### src/rtl/dict_bank_scheduler.sv
// Round-robin time-sharing of one dictionary bank among NUM_REQ requesters: load dictionary, stream ids, route results.
// Optional counters perf_rounds/perf_lookups are enabled by DICT_BANK_SCHEDULER_PERF_EN (tied to 0 otherwise).
module dict_bank_scheduler #(
  parameter int NUM_REQ      = 4,
  parameter int VALUE_WIDTH  = 32,
  parameter int ID_WIDTH     = 10,
  parameter int SERIAL_WIDTH = 16
) (
  input  logic                                          clk,
  input  logic                                          rst,
  input  logic [NUM_REQ-1:0]                            req_val_valid,
  input  logic [NUM_REQ-1:0]                            req_val_last,
  input  logic [NUM_REQ*VALUE_WIDTH-1:0]                req_val_data,
  output logic [NUM_REQ-1:0]                            req_val_ready,
  input  logic [NUM_REQ-1:0]                            req_id_valid,
  input  logic [NUM_REQ-1:0]                            req_id_last,
  input  logic [NUM_REQ*(ID_WIDTH+SERIAL_WIDTH)-1:0]    req_id_data,
  output logic [NUM_REQ-1:0]                            req_id_ready,
  output logic [NUM_REQ-1:0]                            rsp_valid,
  output logic [VALUE_WIDTH+SERIAL_WIDTH-1:0]           rsp_data,
  output logic                                          rsp_last,
  input  logic [NUM_REQ-1:0]                            rsp_ready,
  output logic                                          bank_val_valid,
  output logic                                          bank_val_last,
  output logic [VALUE_WIDTH-1:0]                        bank_val_data,
  input  logic                                          bank_val_ready,
  output logic                                          bank_id_valid,
  output logic                                          bank_id_last,
  output logic [ID_WIDTH+SERIAL_WIDTH-1:0]              bank_id_data,
  input  logic                                          bank_id_ready,
  input  logic                                          bank_out_valid,
  input  logic                                          bank_out_last,
  input  logic [VALUE_WIDTH+SERIAL_WIDTH-1:0]           bank_out_data,
  output logic                                          bank_out_ready,
  output logic [NUM_REQ-1:0]                            grant,
  output logic                                          busy,
  output logic [31:0]                                   perf_rounds,
  output logic [31:0]                                   perf_lookups
);
  localparam int IW = ID_WIDTH + SERIAL_WIDTH;
  localparam int PW = $clog2(NUM_REQ);

  typedef enum logic [1:0] {IDLE, LOAD, LOOKUP, DRAIN} state_t;

  state_t        state, state_n;
  logic [PW-1:0] rr_ptr, gidx, pick_idx;
  logic [PW:0]   idx_w;
  logic          pick_found, round_end, id_fire;

  logic [NUM_REQ-1:0][VALUE_WIDTH-1:0] val_arr;
  logic [NUM_REQ-1:0][IW-1:0]          id_arr;
  assign val_arr = req_val_data;
  assign id_arr  = req_id_data;

  // First requester with a dictionary pending, scanning from rr_ptr and wrapping.
  always_comb begin
    pick_found = 1'b0;
    pick_idx   = '0;
    idx_w      = '0;
    for (int k = 0; k < NUM_REQ; k++) begin
      idx_w = {1'b0, rr_ptr} + (PW+1)'(k);
      if (idx_w >= (PW+1)'(NUM_REQ)) idx_w = idx_w - (PW+1)'(NUM_REQ);
      if (!pick_found && req_val_valid[idx_w[PW-1:0]]) begin
        pick_found = 1'b1;
        pick_idx   = idx_w[PW-1:0];
      end
    end
  end

  always_comb begin
    state_n        = state;
    req_val_ready  = '0;
    req_id_ready   = '0;
    rsp_valid      = '0;
    bank_val_valid = 1'b0;
    bank_val_last  = 1'b0;
    bank_val_data  = '0;
    bank_id_valid  = 1'b0;
    bank_id_last   = 1'b0;
    bank_id_data   = '0;
    bank_out_ready = 1'b0;
    round_end      = 1'b0;
    id_fire        = 1'b0;
    rsp_data       = bank_out_data;
    rsp_last       = bank_out_last;
    case (state)
      IDLE: if (pick_found) state_n = LOAD;
      LOAD: begin
        bank_val_valid      = req_val_valid[gidx];
        bank_val_last       = req_val_last[gidx];
        bank_val_data       = val_arr[gidx];
        req_val_ready[gidx] = bank_val_ready;
        if (req_val_valid[gidx] && bank_val_ready && req_val_last[gidx]) state_n = LOOKUP;
      end
      LOOKUP: begin
        bank_id_valid      = req_id_valid[gidx];
        bank_id_last       = req_id_last[gidx];
        bank_id_data       = id_arr[gidx];
        req_id_ready[gidx] = bank_id_ready;
        id_fire            = req_id_valid[gidx] && bank_id_ready;
        if (id_fire && req_id_last[gidx]) state_n = DRAIN;
      end
      default: ;
    endcase
    // Results are routed as soon as ids flow; a result-last seen in LOOKUP still closes the round.
    if (state == LOOKUP || state == DRAIN) begin
      rsp_valid[gidx] = bank_out_valid;
      bank_out_ready  = rsp_ready[gidx];
      round_end       = bank_out_valid && rsp_ready[gidx] && bank_out_last;
      if (round_end) state_n = IDLE;
    end
  end

  always_ff @(posedge clk or posedge rst) begin
    if (rst) begin
      state  <= IDLE;
      grant  <= '0;
      gidx   <= '0;
      rr_ptr <= '0;
    end else begin
      state <= state_n;
      if (state == IDLE && pick_found) begin
        grant <= NUM_REQ'(1) << pick_idx;
        gidx  <= pick_idx;
      end
      if (round_end) begin
        grant  <= '0;
        rr_ptr <= (gidx == PW'(NUM_REQ-1)) ? '0 : gidx + 1'b1;
      end
    end
  end

  assign busy = (state != IDLE);

`ifdef DICT_BANK_SCHEDULER_PERF_EN
  always_ff @(posedge clk or posedge rst) begin
    if (rst) begin
      perf_rounds  <= '0;
      perf_lookups <= '0;
    end else begin
      if (round_end) perf_rounds  <= perf_rounds + 32'd1;
      if (id_fire)   perf_lookups <= perf_lookups + 32'd1;
    end
  end
`else
  assign perf_rounds  = '0;
  assign perf_lookups = '0;
`endif

endmodule

### config.mk
export PLATFORM = sky130hd
export DESIGN_NAME = dict_bank_scheduler
export DESIGN_NICKNAME = d
export VERILOG_FILES = /design/src/rtl/dict_bank_scheduler.sv
export SDC_FILE = /design/constraint.sdc
export NUM_CORES = 1
export LEC_CHECK = 0
export ABC_AREA = 1
export CELL_PAD_IN_SITES_DETAIL_PLACEMENT = 1
export CELL_PAD_IN_SITES_GLOBAL_PLACEMENT = 1
export CORE_AREA = 2 2 196 198
export CTS_CLUSTER_DIAMETER = 80
export DETAILED_ROUTE_END_ITERATION = 10
export DIE_AREA = 0 0 198 200
export GPL_TIMING_DRIVEN = 0
export PLACE_DENSITY = 0.58
export SLEW_MARGIN = 0
export SYNTH_ARGS = -nofsm -noshare
export SYNTH_HDL_FRONTEND = slang
export SYNTH_SLANG_ARGS = --single-unit
export TNS_END_PERCENT = 20
### constraint.sdc
create_clock -name clk -period 3.4 [get_ports clk]
set_clock_uncertainty 0.2 [all_clocks]
set_input_delay 0.51 -clock clk [delete_from_list [all_inputs] [get_ports clk]]
set_output_delay 0.51 -clock clk [all_outputs]
set_load 0.01 [all_outputs]
# [Yosys cells after proc, flatten, opt, wreduce, memory -nomap -nowiden]
# Index checks and enable logic that the tools add are counted.
[totals] reg_bits=10 inputBits=306 wordCells=104 out_inout_bits=193
[op_classes] eq_ne=4 n_lt_le_gt_ge=10 shift=1 n_bitwise=3 n_mux=56 n_addsub=8 reduce_logical=18
[op_table] op="binary-select mux 32 bit (select 2 bit)" count=1
[op_table] op="two-way mux 32 bit" count=2
[op_table] op="binary-select mux 26 bit (select 2 bit)" count=1
[op_table] op="two-way mux 26 bit" count=2
[op_table] op="two-way mux 2 bit" count=14
[op_table] op="two-way mux 1 bit" count=20
[op_table] op="two-way mux 4 bit" count=5
[op_table] op="binary-select mux 1 bit (select 2 bit)" count=9
[op_table] op="less-than comparator 2 x 3 -> 1 bit, second input constant" count=5
[op_table] op="bitwise AND 4 bit" count=3
[op_table] op="logical AND 1 bit" count=11
[op_table] op="greater-or-equal comparator 3 bit, second input constant" count=3
[op_table] op="subtractor 2 x 1 -> 2 bit, second input constant" count=4
[op_table] op="adder 2 x 2 -> 3 bit, second input constant" count=2
[op_table] op="equality test 2 bit, second input constant" count=3
[op_table] op="one-hot mux 2 bit (3 select lines)" count=1
[op_table] op="nonzero test 2 bit" count=2
[op_table] op="<< shifter 1 x 2 -> 4 bit, first input constant" count=1
[op_table] op="adder 2 x 1 -> 3 bit, second input constant" count=1
[op_table] op="greater-or-equal comparator 2 x 3 -> 1 bit, second input constant" count=1
[op_table] op="zero test 1 bit" count=3
[op_table] op="adder 2 x 1 -> 2 bit, second input constant" count=1
[op_table] op="demux 1 bit (select 2 bit)" count=1
[op_table] op="equality test 2 x 1 -> 1 bit, second input constant" count=1
[op_table] op="3 further kinds" count=3

# [Depth between registers and ports, before layout]
# Gate-level depths: netlist (run 1).
[logic_depth] depth_word=18 mapped_depth=12 depth_no_buf=12

# [Worst setup path before layout (run 1)]
# OpenSTA, ideal clock, no wires.
[synth_path] path_type="reg2out" startpoint="register gidx[0]" endpoint="output req_id_ready[0]" slack_ns=1.314 required_ns=2.690 path_buffers=3 stages_incl_launch_ff=8 t_arrival_ns=1.376 cell_sequence="dfrtp_1 > inv_2 > buf_4 > buf_6 > buf_2 > ha_1 > inv_1 > nor2_1"
[synth_between] elab_chain_len=6 elab_cells_between_ends=7 classes_between="2 x order compare; 3 x mux; 1 x bitwise; 1 x reduce/logical"
[synth_lines] element="start: declaration" line="46" text="logic [PW-1:0] rr_ptr, gidx, pick_idx;"
[synth_lines] element="start signal: assignment" line="124" text="gidx <= pick_idx;"
[synth_lines] element="less-than comparator 2 x 3 -> 1 bit (implied by the code) or greater-or-equal comparator 2 x 1 -> 1 bit (tied branches)" line="99" text="req_id_ready[gidx] = bank_id_ready;"
[synth_lines] element="logical AND 1 bit (implied by the code)" line="99"
[synth_lines] element="two-way mux 1 bit (implied by the code)" line="99"
[synth_lines] element="demux 1 bit (select 2 bit) *" line="99"
[synth_lines] element="bitwise AND 4 bit (no line) *"
[synth_lines] element="two-way mux 4 bit *" line="86" text="case (state)"
[synth_lines] element="end: declaration" line="18" text="output logic [NUM_REQ-1:0] req_id_ready,"
# Every way passes the cells marked *; elsewhere a longest branch is shown, timed or not.

# [Final worst setup path (run 1)]
[layout_path] startpoint="register gidx[0]" endpoint="output bank_id_data[11]"
[layout_between] elab_chain_len=3
[layout_lines] element="binary-select mux 26 bit (select 2 bit)" line="98" text="bank_id_data = id_arr[gidx];"
[layout_lines] element="two-way mux 26 bit (implied by the code)" line="98"
[layout_lines] element="two-way mux 26 bit" line="86"
[layout_lines] element="end: declaration" line="29" text="output logic [ID_WIDTH+SERIAL_WIDTH-1:0] bank_id_data,"
# Every way passes these cells. The select of a mux whose other input is x is not followed.

==> results.md, run 1 <==
- For the pin with the worst max-slew slack, the measured transition is roughly 0.78 ns.
- The worst register-to-register path has a setup slack of between 1 and 1.5 ns.
- The most common cell after layout, fill and taps aside is sky130_fd_sc_hd__clkdlybuf4s50_1.
- In the post-synthesis netlist, the biggest area contributors are sky130_fd_sc_hd__nor2_1, sky130_fd_sc_hd__buf_4, sky130_fd_sc_hd__o21ai_1, sky130_fd_sc_hd__a21oi_1, sky130_fd_sc_hd__o21ai_0.
- The capture instance of the worst register-to-register path is grant[0].
- The source-to-sink clock delay at the later pin of the worst-skew pair is roughly 0.24 ns.
- The routed design could run at a clock period as short as between 3 and 4 ns.
- The total wire length after detailed routing is 29900 um.
- The relative contribution of sequential cells to total power is 4.7%.
- The number of hold violations in the final report is 0.
- The CTS tree is done.
- The critical register-to-register path startpoint is gidx[0].
- The path depth of the worst reg2reg path is 9.
- The final number of max-transition violations is 0.
- The total of endpoints with negative setup slack in the final report is 0.
- Across the VDD grid, the largest voltage drop is roughly 0.18 mV.
- Input and output buffers added on the ports amount to between 300 and 400.
- The first detailed-routing pass ran for 4 iterations.
- In this run the deepest clock path goes through 2 buffers.
- From left edge to right edge, the die measures 198 um.
- Summed over all layers, the global routing overflow is 0.
- The buffer type at the clock tree root is sky130_fd_sc_hd__clkbuf_16.
- The proportion of register bits with asynchronous set or reset after synthesis is 100%.
- The analysis attributes to net switching a power of between 2000 and 3000 uW.
- Entering global routing, the biggest net connects 12 pins.
- In this run the worst setup path terminates at bank_id_data[11].
- Yosys mapped the design onto 30 distinct sky130hd cell types.
- After the last flow step, the layout net total stands at 1509.
- The cell-internal power is around 2300 uW.
- The area of the core region is around 0.037 mm^2.
- The number of clock sinks is 10.
- Counting instances, the worst hold path has a depth of 2.
- The maximum clock frequency is slightly above 0.3 GHz.
- Synthesis inferred 10 register bits.
- The number of antenna diodes is 0.
- The final weighted congestion in routability-driven placement is about 0.76.
- The floorplan step set the die height to 200 um.
- The final critical path takes up a little over nine tenths of the cycle.
- In this run, the clock network consumes ~4% of the power.
- The combined global-route utilization of all metal layers is 14.0%.
- In this run the worst setup path begins at gidx[0].
- STA puts the critical path data required time at approximately 2.7 ns.
- The number of remaining DRC errors is 0.
- After floorplanning, the core was divided into roughly 70 placement rows.
- The commonest register cell after synthesis is sky130_fd_sc_hd__dfrtp_1.
- Data arrives at the worst endpoint at 2.59 ns.
- The part of the Yosys area used for sequential elements is under 10%.
- The worst setup path is of the flip-flop to output port kind.
- The number of buffers added by the clock tree synthesis step is 3.
- The count of hold buffers inserted by post-cts repair is 0.
- The kind of capture point of the worst setup path is an output port.
- Setup repair after global routing left no endpoint under its margin.
- The biggest area contributor in the post-synthesis netlist is sky130_fd_sc_hd__nor2_1.
- In this run the remaining antenna-violating nets after routing total 0.
- The number of enable flip-flop cells after synthesis is 0.
- The type of the most critical hold path is flip-flop to flip-flop.
- The via total after detailed routing is between 6k and 7k.
- The initial antenna violation count was 0.
- The number of warning messages in the yosys log is 0.
- The wire length per cell is around 17 um.
- For this configuration, the core starts out at a cell density of between 10% and 20%.
- The top cell types in the final layout, fill and taps aside, are sky130_fd_sc_hd__clkdlybuf4s50_1, sky130_fd_sc_hd__nor2_1, sky130_fd_sc_hd__buf_4.
- The post-CTS setup repair buffer count is 0.
- The average vias per placed instance is about 3.7.
- In this run, the number of DRC markers left after iteration 0 of detailed routing was roughly 130.
- Synthesis produced 745 cells.
- The total standard cell area after synthesis is between 0.003 and 0.004 mm^2.
- Of the post-synthesis cell area, the dominant cell type holds 24.8%.
- The first global-routing pass estimated ~42000 um of wire.
- The count of H-tree levels built during CTS is 1.
- The run finished with clean final reports.
- The area growth from synthesis to layout is 124%.
- The share of power burned in combinational logic is a little over 90%.
- The synthesized area per cell is approximately 5.3 um^2.
- For this design the ratio of total power to cell area is a little under 600 mW/mm^2.
- The highest fanout seen on the critical path is 10.
- Of the total power, the share spent switching nets is between 50 and 60%.
- The leakage power is around 0.0037 uW.
- approximately 500 I/O pins were placed.
- The placed wire-length estimate after detailed placement is 24900 um.
- The die covers a little under 0.04 mm^2.
- The clock transition at the register clock pins on the worst setup and hold paths after CTS is roughly 0.040 ns.
- The type of element launching the critical path is a flip-flop.
- The via count of the first global-routing pass is between 6k and 7k.
- The post-layout utilization of the core is roughly a quarter.
- The number of max-capacitance violations reported is 0.
- The overall power is 5200 uW.
- The fraction of final layout cells sized beyond drive strength 1 is between 10% and 20%.
- Measured against its own limit, the worst slew margin works out to approximately 48%.
- The count of filler cells inserted in the layout is between 4k and 5k.
==> worst min-delay path by stage <==
stage | to | slack, ns | startpoint
after floorplan | gidx[0] | 0.15 | rst
after global placement | grant[2] | 0.27 | grant[2]
after detailed placement | grant[2] | 0.27 | grant[2]
after CTS | grant[2] | 0.29 | grant[2]
after global routing | grant[3] | 0.34 | grant[3]
final | grant[2] | 0.28 | grant[2]
==> Yosys cell counts (7+ instances only) <==
| master | n |
|---|---|
| sky130_fd_sc_hd__o21ai_1 | 67 |
| sky130_fd_sc_hd__nand2_1 | 60 |
| sky130_fd_sc_hd__inv_1 | 17 |
| sky130_fd_sc_hd__buf_4 | 121 |
| sky130_fd_sc_hd__nand2_2 | 7 |
| sky130_fd_sc_hd__nor2_1 | 259 |
| sky130_fd_sc_hd__buf_1 | 11 |
| sky130_fd_sc_hd__a21oi_1 | 65 |
| sky130_fd_sc_hd__dfrtp_1 | 10 |
| sky130_fd_sc_hd__nand3_1 | 11 |
| sky130_fd_sc_hd__o21ai_0 | 57 |
| sky130_fd_sc_hd__clkbuf_1 | 13 |
| sky130_fd_sc_hd__buf_2 | 12 |
==> registers in the layout, indices dropped and copies added (netlist names) <==
register,count
grant,4
gidx,2
rr_ptr,2
state,2
==> worst max-delay path, stage by stage, from the launching register on <==
cell	delay, ns
sky130_fd_sc_hd__dfrtp_2	0.49
sky130_fd_sc_hd__buf_4	0.22
sky130_fd_sc_hd__buf_6	0.20
sky130_fd_sc_hd__buf_4	0.22
sky130_fd_sc_hd__nor2_1	0.07
sky130_fd_sc_hd__nor2_1	0.13
sky130_fd_sc_hd__o21ai_0	0.15
sky130_fd_sc_hd__a21oi_1	0.25
sky130_fd_sc_hd__clkdlybuf4s50_1	0.59
==> final cells by class <==
cell class	instances	area, um^2	share of cell area, %
well taps	511	639	7.28
plain buffers	159	1120	12.7
flip-flops and latches	10	251	2.86
inverters	25	103	1.17
multi-input cells	614	2730	31.1
repair buffers	386	3870	44.0
clock buffers	3	75.1	0.854
==> kinds of logic (layout without fill, tap and decap cells) <==
family	count (synthesis)	in the layout	synth area share (%)
AO/OA/AOI/OAI	192	192	24.8
flip-flops	10	10	6.38
AND/OR/NAND/NOR	354	354	37.5
adder cells (fa/ha/maj)	4	4	1.28
buffers and inverters	184	573	30.0
other	1	64	0.0956
==> power by group through the flow <==
| stage | Combinational [uW] | Clock (uW) | Sequential (uW) |
|---|---|---|---|
| after global placement | 4770 | 0 | 240 |
| after CTS | 4850 | 218 | 245 |
| after floorplan | 2540 | 0 | 224 |
| after detailed placement | 4810 | 0 | 242 |
| final | 4740 | 215 | 243 |
| after global routing | 5290 | 224 | 253 |
==> per-stage QoR <==
| stage | TNS, ns | worst slack, ns | hold WS (ns) | area [um^2] | cells |
|---|---|---|---|---|---|
| finish | 0 | 0.0964 | 0.283 | 8790 | 1708 |
| global route | 0 | 0.00245 | 0.338 | 8790 | 1708 |
| CTS | 0 | 0.0151 | 0.291 | 8750 | 1708 |
| detailed placement | -0.00558 | -0.00558 | 0.275 | 8660 | 1705 |
| global placement | -0.000146 | -0.000146 | 0.269 | 8660 | 1705 |
| floorplan | 0 | 1.31 | 0.150 | 4160 | 808 |
==> metal layers <==
| layer | GRT usage, % | share of wire [%] | vias to the layer above |
|---|---|---|---|
| met4 | 0.835 | 0.36 | 0 |
| met5 | 0 | 0 | - |
| met3 | 2.47 | 6.7 | 4 |
| met2 | 26.1 | 51 | 261 |
| li1 | - | - | 3126 |
| met1 | 17.4 | 42 | 2894 |
==> timing repair <==
| action | in CTS | in global routing |
|---|---|---|
| resized for setup | 8 | 13 |
| setup endpoints to repair | 54 | 31 |
| gates cloned | 0 | 0 |
No activity file was read; power rests on OpenSTA's default activity.
==> inputs of run 2 (changes only) <==
--- a/config.mk
+++ b/config.mk
@@ -8,12 +8,12 @@
 export ABC_AREA = 1
 export CELL_PAD_IN_SITES_DETAIL_PLACEMENT = 1
 export CELL_PAD_IN_SITES_GLOBAL_PLACEMENT = 1
-export CORE_AREA = 2 2 196 198
+export CORE_AREA = 8 8 186 188
 export CTS_CLUSTER_DIAMETER = 80
 export DETAILED_ROUTE_END_ITERATION = 10
-export DIE_AREA = 0 0 198 200
+export DIE_AREA = 0 0 194 196
 export GPL_TIMING_DRIVEN = 0
-export PLACE_DENSITY = 0.58
+export PLACE_DENSITY_LB_ADDON = 0.1
 export SLEW_MARGIN = 0
 export SYNTH_ARGS = -nofsm -noshare
 export SYNTH_HDL_FRONTEND = slang
==> results.md, run 2 (same netlist as run 1, synthesis figures left out) <==
- The run finished with clean final reports.
- The total wire length after detailed routing is 32300 um (+8.3%).
- The clock transition at the register clock pins on the worst setup and hold paths after CTS is 0.04 ns (about the same).
- The post-CTS setup repair buffer count came to 0 (unchanged).
- Compared with the post-synthesis result, the final layout area differs by 120%.
- The total global routing overflow is 0 (unchanged).
- The number of clock sinks is 10 (unchanged).
- The overall power is 5080 uW (-2.4%).
- The path type of the worst setup path is flip-flop to output port.
- The starting DRC count in detailed routing was 165 (+24%).
- The via count of the first global-routing pass is 6780 (+3.5%).
- The placed wire-length estimate after detailed placement was 27900 um (+12%).
- The number of hold violations in the final report is 0 (unchanged).
- The required time at the worst-slack endpoint is 2.69 ns (about the same).
- The cell area power density came to 588 mW/mm^2 (-0.66%).
- The startpoint identified for the worst hold timing path is grant[3].
- The highest fanout seen on the critical path came to 10 (unchanged).
- The number of flip-flops under the largest register name came to 4 (unchanged).
- Tracing the worst setup path back leads to its startpoint at state[1].
- The share of power burned in combinational logic is 91.2% (about the same).
- The initial antenna violation count is 5 (+5).
- The final weighted congestion in routability-driven placement is 0.754 (-0.54%).
- The number of buffers added on ports was 386 (unchanged).
- The type of the most critical hold path is flip-flop to flip-flop.
- The relative contribution of sequential cells to total power came to 4.7% (about the same).
- The via total after detailed routing is 6146 (-2.2%).
- The buffer type at the clock tree root is sky130_fd_sc_hd__clkbuf_16.
- The cell-internal power is 2250 uW (-1.2%).
- The die boundary height was 196 um (-2.0%).
- The final number of max-transition violations was 0 (unchanged).
- The boundary pin count came to 499 (unchanged).
- The count of TritonRoute iterations in the first routing pass is 4 (unchanged).
- The top cell types in the final layout, fill and taps aside, are sky130_fd_sc_hd__clkdlybuf4s50_1, sky130_fd_sc_hd__nor2_1, sky130_fd_sc_hd__buf_4.
- The total of endpoints with negative setup slack in the final report is 0 (unchanged).
- The worst IR drop on VDD is 0.320 mV (+80%).
- The first-pass GRT wire length is 46700 um (+12%).
- The die area came to 0.0380 mm^2 (-4.0%).
- The data arrival at the endpoint of the critical path is 2.54 ns (-0.05 ns).
- The number of remaining DRC errors is 0 (unchanged).
- The maximum clock frequency is 0.308 GHz (+1.8%).
- The clock period minus final worst setup slack is 3.25 ns (-0.0575 ns).
- The pin slew with the least headroom to its limit came to 0.725 ns (-0.0552 ns).
- TritonCTS built the clock tree.
- The startpoint identified for the worst register-to-register timing path is gidx[0].
- The count of H-tree levels built during CTS is 1 (unchanged).
- The worst setup path is captured at an output port.
- The relative max-transition margin is 51.6% (+3.7 points).
- The most flop-heavy register is grant.
- The largest net degree at the start of global routing is 12 (unchanged).
- The number of buffers added by the clock tree synthesis step is 3 (unchanged).
- The switching power as a share of total power came to 55.6% (-0.53 points).
- The count of placed standard cells in the final layout, fillers left out is 1606 (-6.0%).
- The die width is 194 um (-2.0%).
- The leakage power is 0.00370 uW (-0.62%).
- The fraction of final layout cells sized beyond drive strength 1 is 14.2% (-0.072 points).
- The area of the core region is 0.0319 mm^2 (-15%).
- The initial standard-cell utilization of the core came to 12.3% (+1.8 points).
- STA classifies the critical path startpoint as a flip-flop.
- The number of cells after detailed placement is 1602 (-6.0%).
- Leaving out fill and tap cells, the most frequent cell in the layout is sky130_fd_sc_hd__clkdlybuf4s50_1.
- The number of placement rows is 66 (-7.0%).
- The share of the cycle needed by the critical path after routing is 95.5% (-1.7 points).
- The clock network power share is 4.1% (about the same).
- The combined global-route utilization of all metal layers is 16.1% (+2.1 points).
- The source-to-sink clock delay at the later pin of the worst-skew pair is 0.24 ns (about the same).
- The remaining number of nets flagged by the antenna check after routing is 0 (unchanged).
- The power dissipated by switching net loads is 2820 uW (-3.3%).
- The wire length per cell was 20.1 um (+15%).
- The count of filler cells inserted in the layout is 4018 (-14%).
- The maximum clock insertion buffer count is 2 (unchanged).
- The number of max-capacitance violations reported is 0 (unchanged).
- The average vias per placed instance is 3.83 (+4.0%).
- Setup repair after global routing could not meet its margin everywhere.
- The final net count came to 1508 (-0.066%).
[run 2: final timing paths]
kind	depth (start not counted)	to	slack (ns)
max in group asynchronous	2	gidx[0]	2.29
worst max register to register	9	grant[0]	1.30
worst min-delay path	2	grant[3]	0.28
worst max-delay path	5	bank_val_data[27]	0.15
worst min register to register	2	grant[3]	0.28
min in group asynchronous	2	state[0]	0.37
[run 2: per-stage QoR]
step	utilization [%]	instance area [um^2]	TNS, ns	setup slack (ns)	hold slack (ns)
floorplan	-	4160	0	1.31	0.150
global placement	26.8	8530	-0.0330	-0.0330	0.265
detailed placement	26.8	8530	0	0.00586	0.272
CTS	27.0	8610	0	0.0155	0.287
global route	27.1	8630	-0.00222	-0.00222	0.323
finish	27.1	8630	0	0.154	0.282
[run 2: cell type report]
cell class | count | area, um^2 | area share, %
repair buffers | 386 | 3860 | 44.8
multi-input cells | 614 | 2740 | 31.7
plain buffers | 158 | 1090 | 12.7
well taps | 408 | 510 | 5.91
flip-flops and latches | 10 | 251 | 2.91
inverters | 25 | 98.8 | 1.14
clock buffers | 3 | 75.1 | 0.870
diodes | 2 | 5.00 | 0.0580
[run 2: timing repair]
action	CTS	global route
endpoints found under the setup margin	46	30
resized for setup	4	10
pin swaps	0	1
hold buffers	0	0
[run 2: power groups by stage]
stage	Clock, uW	Combinational, uW	Sequential, uW
2_1_floorplan	0	2540	224
3_3_place_gp	0	4750	239
3_5_place_dp	0	4760	239
4_1_cts	213	4780	242
5_1_grt	221	5200	251
6_report	209	4630	238
[run 2: critical path: stages (launching register included)]
cell,delay [ns]
sky130_fd_sc_hd__dfrtp_1,0.42
sky130_fd_sc_hd__nor2_1,0.17
sky130_fd_sc_hd__clkinv_1,0.34
sky130_fd_sc_hd__clkbuf_1,0.43
sky130_fd_sc_hd__a21oi_1,0.32
sky130_fd_sc_hd__clkdlybuf4s50_1,0.60
[run 2: layer usage]
layer / wire [um] / global-route usage, %
met5: 39 / 0
met1: 13000 / 18.4
met3: 2170 / 4.22
met2: 16900 / 30.6
met4: 197 / 1.39
